<file path="config.mk">
export PLATFORM = sky130hd
export DESIGN_NAME = glyph_rom_arbiter
export DESIGN_NICKNAME = d
export VERILOG_FILES = /design/src/rtl/glyph_rom_arbiter.sv
export SDC_FILE = /design/constraint.sdc
export NUM_CORES = 1
export LEC_CHECK = 0
export CAP_MARGIN = 20
export CORE_ASPECT_RATIO = 0.6
export CORE_MARGIN = 2
export CORE_UTILIZATION = 45
export DETAILED_ROUTE_END_ITERATION = 6
export PLACE_DENSITY = 0.84
export SYNTH_ARGS = -nofsm -noshare
export SYNTH_HDL_FRONTEND = slang
export SYNTH_SLANG_ARGS = --single-unit
</file>
<file path="constraint.sdc">
create_clock -name clk -period 3.15 [get_ports clk]
set_clock_uncertainty 0.05 [all_clocks]
set_input_delay 0.315 -clock clk [delete_from_list [all_inputs] [get_ports clk]]
set_output_delay 0.315 -clock clk [all_outputs]
set_load 0.05 [all_outputs]
</file>
<file path="src/rtl/glyph_rom_arbiter.sv">
// Round-robin arbiter giving four glyph readers shared access to one
// combinational glyph ROM. A transaction is a grant cycle (address
// registered toward the ROM) and then a read cycle (ROM row captured
// into the winner's char register). Requester 0 = fir, 1 = sec,
// 2 = disp_u, 3 = disp_d.
module glyph_rom_arbiter #(
  parameter int ADDR_W = 4,
  parameter int DATA_W = 16
) (
  input  logic                  clk,
  input  logic                  rst,
  input  logic [3:0]            req,
  input  logic [4*ADDR_W-1:0]   req_addr,
  output logic [ADDR_W-1:0]     rom_addr,
  input  logic [DATA_W-1:0]     rom_data,
  output logic [3:0]            gnt,
  output logic [3:0]            rd_valid,
  output logic [DATA_W-1:0]     char_fir,
  output logic [DATA_W-1:0]     char_sec,
  output logic [DATA_W-1:0]     char_disp_u,
  output logic [DATA_W-1:0]     char_disp_d,
  output logic                  busy
);

  typedef enum logic {
    IDLE = 1'b0,
    READ = 1'b1
  } state_e;

  state_e              state_q, state_d;
  logic [1:0]          last_q, last_d;
  logic [3:0]          gnt_q, gnt_d;
  logic [3:0]          rd_valid_q, rd_valid_d;
  logic [ADDR_W-1:0]   rom_addr_q, rom_addr_d;
  logic [DATA_W-1:0]   char_q [4];
  logic [DATA_W-1:0]   char_d [4];
  logic [1:0]          win;

  // Round-robin pick: first requester found searching upward from last+1,
  // wrapping. Scanning offsets from far to near lets the nearest one win.
  function automatic logic [1:0] rr_pick(input logic [3:0] r, input logic [1:0] last);
    logic [1:0] idx;
    rr_pick = last;
    for (int k = 4; k >= 1; k--) begin
      idx = last + 2'(k);
      if (r[idx]) rr_pick = idx;
    end
  endfunction

  // Next-state and next-output logic for the IDLE/READ transaction sequencer.
  always_comb begin
    // NOTE: every signal gets a default before the case so no path leaves one
    // unassigned, which would otherwise infer a latch.
    state_d    = state_q;
    last_d     = last_q;
    gnt_d      = '0;
    rd_valid_d = '0;
    rom_addr_d = rom_addr_q;
    char_d     = char_q;
    win        = rr_pick(req, last_q);
    unique case (state_q)
      IDLE: begin
        if (|req) begin
          rom_addr_d = req_addr[ADDR_W*win +: ADDR_W];
          gnt_d      = 4'b0001 << win;
          last_d     = win;
          state_d    = READ;
        end
      end
      READ: begin
        // last_q holds the winner for the whole transaction; the address was
        // already latched, so later req/req_addr changes cannot disturb it.
        char_d[last_q] = rom_data;
        rd_valid_d     = 4'b0001 << last_q;
        state_d        = IDLE;
      end
      default: state_d = IDLE;
    endcase
  end

  // State and output registers with asynchronous reset.
  always_ff @(posedge clk or posedge rst) begin
    if (rst) begin
      state_q    <= IDLE;
      last_q     <= 2'd3;
      gnt_q      <= '0;
      rd_valid_q <= '0;
      rom_addr_q <= '0;
      // NOTE: the char registers are visible outputs that must read zero out
      // of reset, so this small array is reset like any other register.
      for (int i = 0; i < 4; i++) char_q[i] <= '0;
    end else begin
      // NOTE: non-blocking assignments so every register samples pre-edge
      // values regardless of statement order.
      state_q    <= state_d;
      last_q     <= last_d;
      gnt_q      <= gnt_d;
      rd_valid_q <= rd_valid_d;
      rom_addr_q <= rom_addr_d;
      for (int i = 0; i < 4; i++) char_q[i] <= char_d[i];
    end
  end

  assign rom_addr    = rom_addr_q;
  assign gnt         = gnt_q;
  assign rd_valid    = rd_valid_q;
  assign char_fir    = char_q[0];
  assign char_sec    = char_q[1];
  assign char_disp_u = char_q[2];
  assign char_disp_d = char_q[3];
  assign busy        = (state_q == READ);

endmodule

</file>
==> reports/metrics.cfg <==
[final_layout]
diodes = 0
nNetsFinal = 382
multi_input_area_mm2 = 0.001145
ff_latch_area_mm2 = 0.001979
finalInstanceArea_mm2 = 0.004800
area_growth_pct = 49.20
fillCellCount = 487
layout-drive-gt1-share = 0.2609
stdcell_count = 432

[place]
placed_cells = 416
port_buffers = 114
dp_hpwl_mm = 5.366
placed_cell_area_mm2 = 0.004463
gp_congestion = 0.8963

[synth]
synth-xor-area-share = 0
syn_area_per_cell_um2 = 14.62
synth_top_area_share = 0.5990
synth-seq-cells = 79
yosysMostFrequentCell = dfrtp_1
async_flop_share = 1.000
syn-instance-count = 220
synth_compound_area_frac = 0.04395
synth_edf_count = 0
syn_area_mm2 = 0.003217
synth_area_leaders = dfrtp_1 (60%), mux2_2 (23%), mux2i_1 (3.4%)
synth_top_family_by_area = multiplexers
synth_mux_area_frac = 0.2664
synth_simple_gate_area_frac = 0.02995
synth-seq-area-share = 0.6153
ys_types = 27
synth_adder_area_share = 0.01556
yosys_most_used_dff = dfrtp_1
synth_common_cells = dfrtp_1 (77), mux2_2 (65), mux2i_1 (11), inv_1 (9), nand2_1 (9)
synth_area_leader_cell = dfrtp_1
syn_nets = 262
yosysWarnings = 0

[cts]
cts_htree_levels = 3
root_buffer = clkbuf_16
post_cts_resized = 0
clk-insertion-delay-late_ps = 330
cts.path.max_buffers = 2
cts_setup_buffers = 0
cts-buffers-inserted = 9
clkSinkCount = 79
clk_pin_slew_ps = 60
cts_tree = done
hold_buffers = 0

[sta]
fin_crit_ps = 2714
finalHoldViolations = 0
drv_slew = 0
fmax_ghz = 0.3684
setup_viol = 0
finalCritPeriodShare = 0.8617
worstMarginPinSlew_ps = 903.1
whs_ps = 341.4
relSlewSlack = 0.3965
fin_tns_setup_ps = 0
rsz0062_at_grt = false

[hold_path]
min_path_type = input pin to async pin

[worst_setup_path]
startpoint_type = flip-flop
endpoint_kind = flip-flop
reg2reg_to = rom_addr[3]$_DFFE_PP0P_
worstPathArrival_ps = 2840
cpPeakStageDelay_ps = 670
worstRegToRegCells = 7
r2r_setup_slack_ps = 440
required_ps = 3280
regToRegStartpoint = last_q[0]$_DFFE_PP1P_
path_delay_family = compound AO/OA/AOI/OAI gates
cp_max_fo = 12
cp_num_buf_inv = 1
crit_type = flip-flop to flip-flop
slowest_stage = dfstp_2
path_cells = inv_1 > ha_1 > nor2_1 > a211o_1 > a22oi_2 > mux2i_1 > o221ai_1

[routing]
viasPerCell = 5.123
vias = 2213
firstDrtPassIters = 6
ant_nets = 0
post-route-drc-count = 7
drt-initial-drc-count = 52
routedWlPerCell_um = 17.47
routed_wl_mm = 7.549

[global_routing]
grt_max_degree = 42
globalRouteTotalUtil = 0.2058
grt_pass1_wl_mm = 12.42
grt_pass1_vias = 2350
grt_overflow = 0
antenna_found_initial = 0

[floorplanning]
start_util = 0.4737
fp.coreArea_mm2 = 0.006792
num_rows = 23
ios = 115
die_y_um = 69.49
dieWidth_um = 113.2
die_area_mm2 = 0.007863

[status]
violations = design-rule violations
outcome = finished, violations left

[run]
cap_violations = 0

-- cells by family after synthesis --
logic type,count (synthesis)
multiplexers,77
adder cells (fa/ha/maj),4
buffers and inverters,20
flip-flops,79
AND/OR/NAND/NOR,22
AO/OA/AOI/OAI,18
-- state kept, by name, summed over array words and instances, names as in the netlist --
register	flops
char_disp_d	16
char_disp_u	16
char_fir	16
char_sec	16
gnt	4
rd_valid	4
rom_addr	4
last_q	2
busy	1
-- worst max-delay path by stage --
stage	start	endpoint	slack [ps]	depth (start not counted)
after floorplan	last_q[0]$_DFFE_PP1P_	rom_addr[0]$_DFFE_PP0P_	710	8
after CTS	last_q[0]$_DFFE_PP1P_	rom_addr[3]$_DFFE_PP0P_	420	7
after detailed placement	last_q[0]$_DFFE_PP1P_	rom_addr[3]$_DFFE_PP0P_	460	7
final	last_q[0]$_DFFE_PP1P_	rom_addr[3]$_DFFE_PP0P_	440	7
after global placement	last_q[0]$_DFFE_PP1P_	rom_addr[0]$_DFFE_PP0P_	560	7
after global routing	last_q[0]$_DFFE_PP1P_	rom_addr[2]$_DFFE_PP0P_	240	7
-- routing by layer --
layer	wire length [µm]	share of wire	global-route usage	vias up
met4	78	0.010	0.04878	0
met3	642	0.085	0.07692	13
met5	0	0	0	-
met1	3307	0.44	0.2787	1091
li1	-	-	-	1021
met2	3521	0.47	0.3174	88
-- metrics by stage --
| step | utilization | setup slack, ps |
|---|---|---|
| finish | 0.7067 | 435.8 |
| global placement | 0.6571 | 563.4 |
| detailed placement | 0.6571 | 460.7 |
| CTS | 0.7067 | 421.7 |
| floorplan | - | 713.4 |
| global route | 0.7067 | 235.0 |
-- worst reg2reg max path: stages (launching register included) --
cell	delay (ps)
dfstp_2	670
inv_1	150
ha_1	440
nor2_1	80
a211o_1	270
a22oi_2	520
mux2i_1	270
o221ai_1	140
-- area by class of cell --
class                      instances  area share
multi-input combinational        121      0.2385
tap                               87     0.02268
sequential                        79      0.4124
timing repair buffer             119      0.2482
inverter                          10    0.008081
clock buffer                      11     0.04849
clock inverter                     5     0.02164
-- placed cells by master, fill, tap and decap left out, types with 3 or more instances in the layout --
cell type,Yosys,routed
clkdlybuf4s50_1,0,114
nand2_1,9,9
dfrtp_1,77,77
ha_1,4,4
o221ai_1,4,4
bufinv_16,0,3
mux2_2,65,65
clkbuf_16,0,9
buf_4,0,4
mux2i_1,11,11
inv_1,9,8
nor2_1,7,7
Power is left out: the tool's default activity adds up to more than one toggle a clock period on the data nets, which glitch-free logic cannot reach.
